**src/rtl/fetch_stage_unit.sv**
```systemverilog
`timescale 1ns/1ps
// fetch_stage_unit
// ----------------
// Instruction-fetch stage. Owns the PC and the single-outstanding-request
// handshake with instruction memory, and drives the IF/ID pipeline register.
// Stall controls come from the hazard unit; a resolved branch redirect
// overrides any stall. A word that returns while the pipeline is stalled is
// parked in a hold register. A request still in flight when a redirect
// arrives is drained and its data dropped. Slow memory produces bubbles.
//
// Ports
//   Clock            rising-edge clock for all state
//   Reset            synchronous, active-low (0 = reset)
//   PCWriteEnable    hazard unit: 0 holds the PC
//   IFIDWriteEnable  hazard unit: 0 holds the IF/ID register
//   Branch           taken redirect, overrides stalls and flushes IF/ID
//   BranchTarget     redirect address (low two bits forced to 0)
//   IMemReady        memory data valid / request complete this cycle
//   IMemData         returned instruction word
//   IMemReq          request outstanding (decoded from registered state)
//   IMemAddr         fetch address, stable while a request is outstanding
//   IFIDInstruction  instruction handed to ID
//   IFIDPCPlus4      address of that instruction + 4
//   IFIDValid        0 marks a bubble
//   PCOut            architectural PC
module fetch_stage_unit #(
    parameter logic [31:0] RESET_PC = 32'h00000000,
    parameter logic [31:0] NOP_WORD = 32'h00000000
) (
    input  logic        Clock,
    input  logic        Reset,
    input  logic        PCWriteEnable,
    input  logic        IFIDWriteEnable,
    input  logic        Branch,
    input  logic [31:0] BranchTarget,
    input  logic        IMemReady,
    input  logic [31:0] IMemData,
    output logic        IMemReq,
    output logic [31:0] IMemAddr,
    output logic [31:0] IFIDInstruction,
    output logic [31:0] IFIDPCPlus4,
    output logic        IFIDValid,
    output logic [31:0] PCOut
);

    typedef enum logic [1:0] {
        IDLE,
        FETCH,
        HOLD,
        DRAIN
    } state_t;

    state_t      state;
    logic [31:0] pc;
    logic [31:0] fetch_addr;
    logic [31:0] hold_reg;
    logic [31:0] ifid_instr;
    logic [31:0] ifid_pc4;
    logic        ifid_valid;

    logic [31:0] branch_addr;
    logic [31:0] fetch_next;
    logic        both_en;
    logic        unused_target_bits;

    // Redirect targets are always word aligned; the low bits are discarded.
    assign branch_addr        = {BranchTarget[31:2], 2'b00};
    assign unused_target_bits = ^BranchTarget[1:0];
    assign fetch_next         = fetch_addr + 32'd4;
    assign both_en            = PCWriteEnable & IFIDWriteEnable;

    // Request is purely a decode of the registered state, so memory never
    // sees a combinational path from this cycle's hazard/branch inputs.
    assign IMemReq         = (state == FETCH) || (state == DRAIN);
    assign IMemAddr        = fetch_addr;
    assign IFIDInstruction = ifid_instr;
    assign IFIDPCPlus4     = ifid_pc4;
    assign IFIDValid       = ifid_valid;
    assign PCOut           = pc;

    always_ff @(posedge Clock) begin
        if (!Reset) begin
            state      <= IDLE;
            pc         <= RESET_PC;
            fetch_addr <= RESET_PC;
            hold_reg   <= 32'h0;
            ifid_instr <= NOP_WORD;
            ifid_pc4   <= 32'h0;
            ifid_valid <= 1'b0;
        end else begin
            case (state)
                IDLE: begin
                    fetch_addr <= pc;
                    state      <= FETCH;
                end

                FETCH: begin
                    if (Branch) begin
                        // A same-cycle return belongs to the wrong path and is
                        // dropped; otherwise the request must be drained.
                        pc         <= branch_addr;
                        ifid_instr <= NOP_WORD;
                        ifid_valid <= 1'b0;
                        if (IMemReady) begin
                            fetch_addr <= branch_addr;
                        end else begin
                            state <= DRAIN;
                        end
                    end else if (IMemReady) begin
                        if (both_en) begin
                            ifid_instr <= IMemData;
                            ifid_pc4   <= fetch_next;
                            ifid_valid <= 1'b1;
                            pc         <= fetch_next;
                            fetch_addr <= fetch_next;
                        end else begin
                            // Memory cannot be asked to repeat, so park the word.
                            hold_reg <= IMemData;
                            state    <= HOLD;
                        end
                    end else if (IFIDWriteEnable) begin
                        ifid_instr <= NOP_WORD;
                        ifid_valid <= 1'b0;
                    end
                end

                HOLD: begin
                    if (Branch) begin
                        pc         <= branch_addr;
                        fetch_addr <= branch_addr;
                        ifid_instr <= NOP_WORD;
                        ifid_valid <= 1'b0;
                        state      <= FETCH;
                    end else if (both_en) begin
                        ifid_instr <= hold_reg;
                        ifid_pc4   <= fetch_next;
                        ifid_valid <= 1'b1;
                        pc         <= fetch_next;
                        fetch_addr <= fetch_next;
                        state      <= FETCH;
                    end
                end

                DRAIN: begin
                    // IMemAddr keeps the stale address until memory answers;
                    // the newest redirect target is the one fetched next.
                    if (Branch) begin
                        pc <= branch_addr;
                    end
                    if (IMemReady) begin
                        fetch_addr <= Branch ? branch_addr : pc;
                        state      <= FETCH;
                    end
                    if (Branch || IFIDWriteEnable) begin
                        ifid_instr <= NOP_WORD;
                        ifid_valid <= 1'b0;
                    end
                end

                default: begin
                    state <= IDLE;
                end
            endcase
        end
    end

endmodule

```
**config.mk**
```make
export PLATFORM = sky130hd
export DESIGN_NAME = fetch_stage_unit
export DESIGN_NICKNAME = d
export VERILOG_FILES = /design/src/rtl/fetch_stage_unit.sv
export SDC_FILE = /design/constraint.sdc
export NUM_CORES = 1
export LEC_CHECK = 0
export CORE_ASPECT_RATIO = 1.2
export CORE_MARGIN = 4
export CORE_UTILIZATION = 50
export DETAILED_ROUTE_END_ITERATION = 8
export HOLD_SLACK_MARGIN = 0.12
export PLACE_DENSITY = 0.77
export SLEW_MARGIN = 0
export SYNTH_ARGS = -nofsm -noshare
export SYNTH_HDL_FRONTEND = slang
export SYNTH_SLANG_ARGS = --single-unit
export TNS_END_PERCENT = 5
```
**constraint.sdc**
```tcl
create_clock -name Clock -period 2.32 [get_ports Clock]
set_clock_uncertainty 0.15 [all_clocks]
set_input_delay 0.464 -clock Clock [delete_from_list [all_inputs] [get_ports Clock]]
set_output_delay 0.464 -clock Clock [all_outputs]
set_load 0.005 [all_outputs]
```
# Word level (Yosys, flattened, before mapping)
# Cells that the tools add are included.
# word_totals
ff_bits	163
inputBits	70
# op_classes
add_sub_neg	1
n_eq_ne	14
muxes	41
bitwise	3
reduce_logical	12
# op_table
operator	n
two-way mux 32 bit	22
case mux 32 bit (3 select lines)	2
case mux 32 bit (4 select lines)	1
case mux 32 bit (2 select lines)	1
adder 32 x 3 -> 32 bit, second input constant	1
two-way mux 2 bit	7
inequality test 3 bit, second input constant	4
AND reduction 5 bit	2
inequality test 2 bit, second input constant	4
inequality test 4 bit, second input constant	2
case mux 2 bit (4 select lines)	1
AND reduction 4 bit	2
two-way mux 1 bit	6
== test 2 bit, second input constant	2
AND reduction 2 bit	2
case mux 1 bit (3 select lines)	1
AND reduction 3 bit	1
nonzero test 3 bit	1
== test 2 x 1 -> 1 bit, second input constant	1
zero test 2 bit	1
logical OR 1 bit	2
inequality test 2 x 1 -> 1 bit, second input constant	1
inverter 1 bit	2
nonzero test 2 bit	1
bitwise AND 1 bit	1

# Longest topological paths before layout
# Gate-level depths: netlist of run 1.
# depth
ltp_word	5
depth_mapped	10

# Least setup slack after synthesis of run 1
# OpenSTA, ideal clock, no wires.
# synth_timing
path_type	register -> register
from	register state[1]
to	register pc[12], in the netlist PCOut[12]
setup_ps	132
arrival_ps	1829
t_required_ps	2038
path_slack_ps	209
stages_incl_launch_ff	10
path_buffers	2
synth_period_minus_slack_ps	2111
cell_sequence	dfxtp_1 -> inv_1 -> ha_1 -> buf_2 -> nor2b_4 -> o31a_1 -> or2_1 -> buf_2 -> a222oi_1 -> nor3_1
# synth_between
elab_chain_len	3
# synth_rtl
item	line	source
start: declaration	53	state_t state;
start signal: assignment	83	state <= IDLE;
start signal: assignment	94	state <= FETCH;
start signal: assignment	107	state <= DRAIN;
== test 2 x 1 -> 1 bit / == test 2 bit (equally long branches)	91	case (state)
inequality test 3 bit (no line) / nonzero test 3 bit (equally long branches)	--	
AND reduction 2 bit (no line)	--	
end signal: assignment	101	pc <= branch_addr;
end signal: assignment	114	pc <= fetch_next;
end signal: assignment	129	pc <= branch_addr;
end: declaration	54	logic [31:0] pc;
# Several ways; a longest one is shown, not always the timed one.
# A chain may end at the register's enable or synchronous reset.

# Final worst setup path of run 1
# layout_timing
from	register state[1]
to	output port IMemReq
# layout_between
elab_chain_len	2
# layout_rtl
item	line	source
== test 2 x 1 -> 1 bit / == test 2 bit (equally long branches)	74	assign IMemReq = (state == FETCH) || (state == DRAIN);
logical OR 1 bit *	74	
end: declaration	38	output logic IMemReq,
# Mark *: on every way between the ends. The rest lies on a longest branch, timed or not.

==> results.md, run 1 <==
Timing:
- For this run, the top clock speed supported by timing is 442 MHz.
- The final worst-path cycle share is 0.976.
- On the final layout, the worst hold slack is 0.303 ns.
- The number of pins exceeding their max-slew limit in the final report is 0.
- The minimum clock period is 2.26 ns.
- Setup slack closes at 0.0556 ns.
- Setup violations remaining at the end of the flow were counted as 0.
- In this run the tightest slew margin relative to its limit is 0.676.
- The pin slew with the least headroom to its limit is 0.481 ns.
- The final hold violation count is 0.
- Setup repair after global routing could not meet its margin everywhere.

Synth:
- The sequential cell area fraction in the yosys report is 0.392.
- The top cell type by total area after synthesis is dfxtp_1.
- Counting flops with a built-in enable in the synthesized netlist gives 0.
- The most common flop cell mapped by yosys is dfxtp_1.
- The average size of a mapped cell is 8.05 um^2.
- The count of warnings emitted by yosys is 0.
- After technology mapping, the gate count stands at 1,034.
- The count of distinct cell types in the synthesized netlist is 67.
- The area of the mapped netlist is 8320 um^2.
- In this run, synthesis produced a sequential element count of 163.
- After synthesis, the share of flip-flops with an asynchronous set or reset is 0.
- By area the synthesized netlist is led by dfxtp_1, a21oi_1, nand2_1, o21ai_0, a22oi_1.
- Synthesis produced a netlist with a net count of 1,109.
- The top cell type's share of synthesized area is 0.392.

Placed design:
- The routability-driven placement congestion ratio is 0.957.
- After detailed placement, the total cell area comes to 11,000 um^2.
- Once detailed placement completed, the half-perimeter wirelength came to 20,300 um.
- The count of buffers from port buffering is 197.
- In this run, placement finished with an instance count of 1,446.
- The pre-CTS worst setup slack is -0.242 ns.

Global routing:
- Entering global routing, the biggest net connects 67 pins.
- In the global route stage, overall resource usage came out at 0.300.
- The first global-routing pass estimated 46,100 um of wire.
- The initial antenna violation count is 0.
- The via count of the first global-routing pass is 8,863.
- The remaining global-route overflow is 0.

Drt:
- For this run, design rule violations remaining after detail routing come to 0.
- The post-route antenna net violation count is 0.
- The routed wire length per instance is 19.8 um.
- The first-pass detailed-route iteration total is 6.
- The average via count per standard cell is 6.20.
- The detailed router finished its first iteration with 1,132 violations.
- The post-detailed-routing wire length is 29,200 um.
- The total vias in the final route is 9,160.

Pwr:
- The leakage dissipation is 4.09 nW.
- The final total power is 8.90 mW.
- IR analysis of the VDD net gives a maximum drop of 0.578 mV.
- Power spread over the standard cell area amounts to 764 nW/um^2.

Final layout:
- The synthesis-to-layout area growth is 40.0%.
- The finished layout holds 1,477 standard cells, fillers aside.
- The layout has 1,324 filler cells.
- The flip-flop and latch area is 3260 um^2.
- After routing the design area is 11,700 um^2.
- In the final design database the tool counted 1,328 nets.
- The layout cell share with drive strength beyond 1 is 0.132.
- The total inserted antenna cells is 0.
- The multi-input combinational cell area is 4570 um^2.

Run status:
- The flow ran to the end, and the final reports show no timing, DRC or antenna violations.

Flow run:
- The max-cap violation count is 0.

Die:
- 200 I/O pins were placed.
- The initialized floorplan defines 51 standard-cell rows.
- For this configuration, the core starts out at a cell density of 0.511.
- The floorplan die width is 126 um.
- The floorplan step set the die height to 149 um.
- The core region is 16,300 um^2.
- The floorplan step defined a die boundary enclosing 18,800 um^2.

Min path:
- The min-delay analysis places its worst path in the category reg2reg.
- Counting instances, the worst hold path has a depth of 2.
- The start point of the worst hold path is hold_reg[24].

Clock tree:
- No sink is reached through more buffers than the 2 on the longest clock path.
- The master cell of the clock root buffer is clkbuf_16.
- Counting the buffers created by CTS gives 17.
- TritonCTS built the clock tree.
- Buffers added to address setup during post-CTS repair amount to 0.
- The TritonCTS sink count is 163.
- Clock-pin slew was measured on the worst setup and hold paths at 0.06 ns.
- The H-tree was split into 4 levels.
- At the later pin of the worst-skew pair, clock insertion delay measures 0.42 ns.

Setup path:
- The worst setup path is captured at a primary output.
- The number of cells on the worst reg-to-reg path is 7.
- The setup path with the least slack is of type reg2out.
- The start point of the critical path is state[1].
- The critical-path maximum fanout is 7.
- STA puts the critical path data arrival time at 1.65 ns.
- The worst register-to-register path begins at IMemAddr[2].
- The kind of start point of the critical path is a flop.
- At the worst endpoint, the required time is 1.71 ns.
cell type report:
cell class,count,share of cell area
Inverter,11,0.00376
Clock buffer,21,0.0412
Sequential cell,163,0.280
Clock inverter,10,0.0127
Timing Repair Buffer,301,0.247
Tap cell,212,0.0228
Multi-Input combinational cell,759,0.392
cell usage in the layout, fill, tap and decap left out, types with 17 or more instances in the layout:
cell / count
nand4_1: 19
buf_4: 94
a21oi_1: 118
o21ai_0: 67
a22oi_1: 45
dfxtp_1: 162
nor2_1: 57
nand2_1: 137
clkdlybuf4s50_1: 195
or3_1: 41
o221ai_1: 17
clkbuf_16: 17
o22ai_1: 21
nor3_1: 25
a221o_1: 18
cells by family after synthesis:
group,share of synthesized area
flip-flops,0.392
XOR/XNOR,0.0179
multiplexers,0.0209
AND/OR/NAND/NOR,0.212
AO/OA/AOI/OAI,0.288
buffers and inverters,0.0610
adder cells (fa/ha/maj),0.00752
synth_stat cells (all sizes together), types with 2 or more instances:
master and count:
a222oi 4, o211a 2, o31a 11, mux2 3
a21o 2, o21a 4, a311oi 7, a221o 18
nor3 27, o211ai 12, a221oi 5, nor2 57
and3 11, nand4 20, o221ai 17, and4 4
a21oi 118, a22oi 45, a31oi 6, o311ai 2
nand2b 8, or2 3, o22ai 21, inv 11
o21ai 71, o31ai 3, buf 47, nor4 14
xnor2 12, or3 42, a211oi 6, nand2 140
ha 5, mux2i 14, nor2b 6, o2111a 4
nand3 14, a32oi 2, xor2 5, dfxtp 163
and2 8, clkbuf 54
power breakdown:
group	switching [mW]	total (mW)	leakage, nW	internal, mW
Clock	1.17	2.99	0.310	1.81
Combinational	1.37	2.65	2.46	1.28
Sequential	0.230	3.26	1.33	3.03
per-stage QoR:
| stage | TNS (ns) | util |
|---|---|---|
| 2_1_floorplan | 0 | - |
| 4_1_cts | 0 | 0.716 |
| 5_1_grt | -0.0433 | 0.716 |
| 3_3_place_gp | -10.01 | 0.677 |
| 6_report | 0 | 0.716 |
| 3_5_place_dp | -15.17 | 0.677 |
per-layer routing:
layer / GRT usage / part of all wire
met5: 0 / 0
met2: 0.508 / 0.49
met1: 0.355 / 0.37
met3: 0.0766 / 0.099
met4: 0.146 / 0.042
final timing paths:
check / slack (ns) / endpoint
min reg2reg: 0.30 / hold_reg[24]
max: 0.06 / IMemReq
min: 0.30 / hold_reg[24]
max reg2reg: 0.10 / PCOut[30]
worst max-delay path, stage by stage, from the launching register on:
cell and delay (ns):
dfxtp_2 0.35, inv_1 0.06, ha_2 0.22, or2_2 0.31, dlygate4sd2_1 0.29
repair_timing:
action,in CTS,in global routing
hold buffers,0,0
resized for setup,4,3
setup endpoints to repair,1,5
No activity file was read; power rests on OpenSTA's default activity.
==> run 2, diff against run 1 <==
--- a/config.mk
+++ b/config.mk
@@ -7,10 +7,10 @@
 export LEC_CHECK = 0
 export CORE_ASPECT_RATIO = 1.2
 export CORE_MARGIN = 4
-export CORE_UTILIZATION = 50
+export CORE_UTILIZATION = 45
 export DETAILED_ROUTE_END_ITERATION = 8
 export HOLD_SLACK_MARGIN = 0.12
-export PLACE_DENSITY = 0.77
+export PLACE_DENSITY = 0.73
 export SLEW_MARGIN = 0
 export SYNTH_ARGS = -nofsm -noshare
 export SYNTH_HDL_FRONTEND = slang
==> constraint.sdc (replaced) <==
create_clock -name Clock -period 1.85 [get_ports Clock]
set_clock_uncertainty 0.15 [all_clocks]
set_input_delay 0.37 -clock Clock [delete_from_list [all_inputs] [get_ports Clock]]
set_output_delay 0.37 -clock Clock [all_outputs]
set_load 0.005 [all_outputs]
==> results.md, run 2 (same netlist as run 1, synthesis figures left out) <==
Run status:
- The flow ran to the end, but the final reports show violations.
- The checks that failed: negative setup slack.

Setup path:
- The kind of start point of the critical path is an input port.
- STA puts the critical path data arrival time at 2.30 ns.
- The number of cells on the worst reg-to-reg path is 9.
- The family of cells with the greatest summed delay on the critical path is buffers and inverters.
- In this run the critical register-to-register path is captured at IFIDInstruction[30].
- The cell count along the critical path is 8.
- Setup slack on the worst reg-to-reg path comes out at -0.20 ns.
- The cell occurring most often along the worst timing path is nor2b_4.
- The end of the critical path is IFIDInstruction[30].
- For this run, the slowest stage of the critical path takes 0.66 ns.
- Walking the worst path, the cells encountered are clkdlybuf4s50_1 > nor2b_4 > nor2b_4 > buf_4 > buf_12 > a22oi_1 > or3_1 > a21oi_1.
- The critical path in this run is classified as in2reg.
- Data on the critical path is required at its endpoint by 2.06 ns.
- In this run the worst path has a maximum fanout of 8.
- The worst setup path is captured at a flop.
- The total buffers and inverters traversed by the critical path is 3.
- The most critical setup path has its startpoint at IMemReady.
- The slowest stage of the critical path belongs to the cell clkdlybuf4s50_1.
- The worst register-to-register path begins at state[1].

Timing:
- The accumulated negative setup slack is -13.09 ns.
- Across all setup checks in the final design, the least slack found is -0.234 ns.
- Setup repair after global routing could not meet its margin everywhere.
- The tightest slew margin relative to the limit is 0.687.
- Dividing the final minimum period by the clock period gives 1.13.
- The number of pins exceeding their max-slew limit in the final report is 0.
- The minimum clock period is 2.08 ns.
- The pin slew with the least headroom to its limit is 0.465 ns.
- The final hold violation count is 0.
- The number of failing setup endpoints in the final timing report is 128.
- The achievable frequency is 480 MHz.

Drt:
- The first detailed-routing pass ran for 5 iterations.
- The post-route antenna net violation count is 0.
- Dividing the detail-routed wire length by the instance count gives 20.2 um.
- The routed layout has 9,554 vias.
- The detailed-route DRC error count is 0.
- In the routed layout, each cell is associated on average with a via count of 6.10.
- For this block, the initial DRC count from the detailed router was 1,006.
- The post-detailed-routing wire length is 31,600 um.

Pwr:
- The part of the total power dissipated in the clock network is 0.307.
- For this design the static power due to leakage is 5.24 nW.
- Dividing total power by cell area gives a power density of 892 nW/um^2.
- The share of total power dissipated in sequential elements is 0.356.
- The completed layout was analyzed and its total power is 11.5 mW.
- VDD sags by at most 0.656 mV.
- Of the total power, the share spent switching nets is 0.327.
- Of the total power, combinational logic draws 0.336.
- The switching power summed over all nets is 3.76 mW.
- The design internal power is 7.73 mW.

Clock tree:
- The insertion delay of the later-clocked pin in the worst-skew pair is 0.43 ns.
- The master cell of the clock root buffer is clkbuf_16.
- The hold-fix buffer count after cts is 0.
- The CTS tree is built.
- The clock transition at the registers of the reported paths is 0.07 ns.
- The buffer levels on the longest clock path is 2.
- The TritonCTS sink count is 163.
- The deepest level of the CTS H-tree is 4.
- The number of clock buffers inserted by TritonCTS is 17.

Final layout:
- The layout has 1,418 filler cells.
- The most common cell after layout, fill and taps aside is buf_4.
- The library cells used most frequently in the layout, excluding fill and tap cells, are buf_4, nand2_1, clkdlybuf4s50_1.
- Of the cells placed in the final design, the portion with a size suffix greater than 1 is 0.271.
- The finished layout holds 1,565 standard cells, fillers aside.
- The final-stage net count is 1,403.
- The total inserted antenna cells is 0.
- The synthesis-to-layout area growth is 54.8%.
- Once layout is complete, the utilization of the core stands at 0.709.

Die:
- Row generation in the floorplan step produced 54 rows.
- The die covers 20,700 um^2.
- The die is 132 um wide.
- The starting density of the core is 0.458.
- The core region area is 18,200 um^2.
- During I/O placement, the number of pins put on the boundary was 200.
- The height of the die is 157 um.

Min path:
- The worst hold path belongs to the class reg2reg.

Global routing:
- The global-route usage over all layers is 0.289.
- The via count of the first global-routing pass is 9,192.
- The initial antenna violation count came to 0.
- The first global-routing pass estimated 48,600 um of wire.
- For this run the aggregate overflow at the end of global routing stands at 0.
- The largest net degree at the start of global routing is 48.

Placed design:
- The routability-driven placement congestion ratio is 0.944.
- In this run the tool buffered the top-level ports with 197 buffer cells.
- Once detailed placement completed, the half-perimeter wirelength came to 21,400 um.
- The pre-CTS worst setup slack is -0.601 ns.
- The cell total after placement is 1,522.

Flow run:
- The max-cap violation count is 0.
run 2: cell types whose count changed in the layout (fill, tap and decap cells not counted), sizes merged:
cell and change:
bufinv -2, dlymetal6s2s +30, clkinv -1, clkbuf +1
clkinvlp +3, buf +74, dlygate4sd2 +28, inv +2
clkdlybuf4s50 -59
run 2: per-stage QoR:
step / area (um^2) / hold WS, ns
after global placement: 11500 / 0.292
final: 12900 / 0.305
after detailed placement: 11500 / 0.297
after CTS: 12500 / 0.305
after floorplan: 8340 / 0.287
after global routing: 12900 / 0.320
run 2: worst min-delay path by stage:
stage	depth (start not counted)	endpoint	startpoint
2_1_floorplan	2	hold_reg[0]	hold_reg[0]
3_3_place_gp	2	hold_reg[3]	hold_reg[3]
3_5_place_dp	2	hold_reg[26]	hold_reg[26]
4_1_cts	2	hold_reg[26]	hold_reg[26]
5_1_grt	2	hold_reg[26]	hold_reg[26]
6_report	2	hold_reg[26]	hold_reg[26]
run 2: layer usage:
layer | global-route usage | up-vias | part of all wire
met4 | 0.130 | 0 | 0.040
met3 | 0.0684 | 111 | 0.083
li1 | - | 4412 | -
met5 | 0 | - | 0
met2 | 0.498 | 554 | 0.49
met1 | 0.344 | 4477 | 0.39
run 2: power groups by stage:
stage	registers (mW)	logic, mW	clock network, mW
6_report	4.10	3.86	3.53
5_1_grt	4.13	4.10	3.72
4_1_cts	4.08	3.70	3.57
3_5_place_dp	4.11	3.53	0
3_3_place_gp	4.10	3.49	0
2_1_floorplan	4.15	1.58	0
run 2: worst register-to-register path: cells and delay by family, from the launching register on:
| family | cells | cell delay (ns) |
|---|---|---|
| flops | 1 | 0.36 |
| simple gates | 2 | 0.55 |
| buf+inv | 4 | 0.58 |
| fa+ha+maj | 1 | 0.17 |
| compound gates | 2 | 0.18 |
run 2: area by class of cell:
| class | instances | area, um^2 | area share |
|---|---|---|---|
| Sequential cell | 163 | 3390 | 0.263 |
| Clock inverter | 12 | 121 | 0.00942 |
| Tap cell | 224 | 280 | 0.0218 |
| Inverter | 11 | 46.3 | 0.00359 |
| Clock buffer | 20 | 467 | 0.0362 |
| Timing Repair Buffer | 376 | 3640 | 0.283 |
| Multi-Input combinational cell | 759 | 4930 | 0.383 |
run 2: timing repair:
action | in CTS | in global routing
cloned | 3 | 1
setup buffers | 5 | 3
pin swaps | 26 | 14
resized for setup | 165 | 115
setup endpoints to repair | 189 | 177
==> run 3, diff against run 2 <==
--- a/config.mk
+++ b/config.mk
@@ -5,8 +5,8 @@
 export SDC_FILE = /design/constraint.sdc
 export NUM_CORES = 1
 export LEC_CHECK = 0
+export CAP_MARGIN = 20
 export CORE_ASPECT_RATIO = 1.2
-export CORE_MARGIN = 4
 export CORE_UTILIZATION = 45
 export DETAILED_ROUTE_END_ITERATION = 8
 export HOLD_SLACK_MARGIN = 0.12
==> results.md, run 3 (same netlist as run 1, synthesis figures left out) <==
Run status:
- The flow ran to the end, but the final reports show violations.
- The checks that failed: negative setup slack.

Die:
- The height of the die is 151 um.
- The floorplan die width is 126 um.
- The starting density of the core is 0.458.
- The core region area is 18,200 um^2.
- The total die area is 19,000 um^2.
- The number of primary I/O pins is 200.
- In this run the core area contains 54 standard-cell rows.

Drt:
- The final route contains 9,495 vias.
- The detailed-route wire length on metal 1 is 11,500 um.
- The detailed-route DRC error count is 0.
- The detail route stage leaves a number of antenna-violating nets equal to 0.
- The number of DRC markers after the initial detailed-route iteration is 884.
- The top routing layer in use is met4.
- The routed wire length per instance is 19.6 um.
- After detailed routing, the number of vias per cell comes to 6.12.
- In the detailed route, the total length drawn on met3 is 2640 um.
- The met2 wirelength from detailed routing is 15,000 um.
- The post-detailed-routing wire length is 30,400 um.
- The first detailed-routing pass took 6 iterations.

Min path:
- The end of the worst hold path is IFIDInstruction[4].
- The start point of the worst hold path is IFIDInstruction[4].
- The path class of the lowest-slack min-delay path is reg2reg.
- The number of cells traversed by the worst hold path is 2.

Setup path:
- The startpoint identified for the worst register-to-register timing path is state[0].
- The worst setup path is launched from a flop.
- In this run the worst path has a maximum fanout of 18.
- In this run the critical register-to-register path is captured at IMemAddr[9].
- For the worst flop-to-flop path, the logic depth is 8.
- The endpoint kind of the worst setup timing path is a flop.
- The critical path data required time is 2.02 ns.
- The flop-to-flop setup slack is -0.25 ns.
- By startpoint and endpoint, the worst setup path is classified as reg2reg.
- For the worst setup path, the data arrival time is 2.27 ns.

Timing:
- At the pin with the least slew margin, the transition time is 0.442 ns.
- The accumulated negative setup slack is -14.25 ns.
- The tightest slew margin relative to the limit is 0.705.
- The final worst-path cycle share is 1.13.
- Across all hold checks on the routed design, the worst slack comes to 0.301 ns.
- The routed design could run at a clock period as short as 2.10 ns.
- The final worst setup slack is -0.246 ns.
- The number of pins exceeding their max-slew limit in the final report was 0.
- Setup repair after global routing could not meet its margin everywhere.
- Static timing analysis puts the maximum clock frequency at 477 MHz.
- Setup violations remaining at the end of the flow were counted as 121.
- The final hold violation count came to 0.

Global routing:
- The via count of the first global-routing pass is 8,943.
- The first global-routing pass estimated 47,000 um of wire.
- The global-route usage over all layers is 0.314.
- The largest net degree at the start of global routing is 58.
- The total overflow left after global routing is 0.
- The initial antenna violation count was 0.

Pwr:
- The power per unit of standard cell area is 880 nW/um^2.
- The highest ir drop seen on vdd is 0.629 mV.
- The leakage dissipation is 4.82 nW.

Placed design:
- The count of buffers added on input and output ports is 197.
- After legalization and detailed placement, the total HPWL measured 21,100 um.
- The placement-stage cell area is 11,500 um^2.
- The routability-driven placement congestion ratio is 1.00.

Final layout:
- The most common cell after layout, fill and taps aside is clkdlybuf4s50_1.
- The library cells used most frequently in the layout, excluding fill and tap cells, are clkdlybuf4s50_1, nand2_1, buf_4.
- The design area is 12,500 um^2.
- Compared with the post-synthesis result, the final layout area differs by 50.0%.
- The layout cell share with drive strength beyond 1 is 0.245.
- At the end of the flow, the number of nets in the layout was 1,393.
- The number of antenna diodes in the final layout is 0.

Clock tree:
- For this design, the sink count on the clock tree is 163.
- The hold-fix buffer count after cts is 0.
- The number of clock buffers inserted by TritonCTS is 17.
- The CTS tree is built.
- Clock-pin slew was measured on the worst setup and hold paths at 0.06 ns.
- The clock passes through at most 2 buffers.
- The H-tree generated during clock tree synthesis spans 4 levels.
- The tree is rooted in a clkbuf_16.
- The clock reaches the later pin of the worst-skew pair after 0.42 ns.

Flow run:
- The tool flagged a number of max-cap violations equal to 0.
[run 3: cell type report]
class | count | area (um^2)
clock inverters | 10 | 63.8
well taps | 224 | 280
repair buffers | 366 | 3450
clock buffers | 19 | 443
multi-input cells | 759 | 4830
flip-flops and latches | 163 | 3370
fillers | 1505 | 5700
inverters | 11 | 43.8
[run 3: power by group]
group          internal, mW  switching, mW  leakage, nW  total (mW)
Sequential             3.84          0.262         1.35        4.10
Combinational          1.83           1.90         3.23        3.72
Clock                  1.72           1.44        0.243        3.15
Total                  7.38           3.60         4.82        11.0
[run 3: per-layer routing]
metal	global-route usage	vias to the layer above
met5	0	-
met4	0.158	0
met3	0.0572	107
met2	0.545	565
met1	0.373	4430
li1	-	4393
[run 3: what timing repair did]
action / 4_1_cts / 5_1_grt
gates cloned: 1 / 0
endpoints found under the setup margin: 202 / 193
setup buffers: 2 / 0
pin swaps: 24 / 6
resized for setup: 146 / 60
[run 3: worst max path at each step]
stage	from	end
3_5_place_dp	IMemReady	IFIDInstruction[20]
5_1_grt	state[0]	IMemAddr[14]
4_1_cts	state[0]	PCOut[13]
2_1_floorplan	state[1]	PCOut[12]
3_3_place_gp	IMemReady	IMemAddr[12]
6_report	state[0]	IMemAddr[9]
[run 3: critical path, stage by stage (launching register included)]
cell and delay (ns):
dfxtp_2 0.37, inv_1 0.13, ha_4 0.32, nand2b_1 0.12, o21ai_4 0.22, buf_12 0.18
nand2_1 0.08, o2111a_1 0.12, a221oi_1 0.30
[run 3: metrics by stage]
| step | utilization | total power, mW | instances | worst slack [ns] |
|---|---|---|---|---|
| after detailed placement | 0.632 | 7.62 | 1520 | -0.609 |
| final | 0.687 | 11.0 | 1552 | -0.246 |
| after floorplan | - | 5.74 | 1034 | -0.154 |
| after global placement | 0.632 | 7.56 | 1520 | -0.575 |
| after global routing | 0.687 | 11.4 | 1552 | -0.353 |
| after CTS | 0.676 | 10.9 | 1552 | -0.208 |
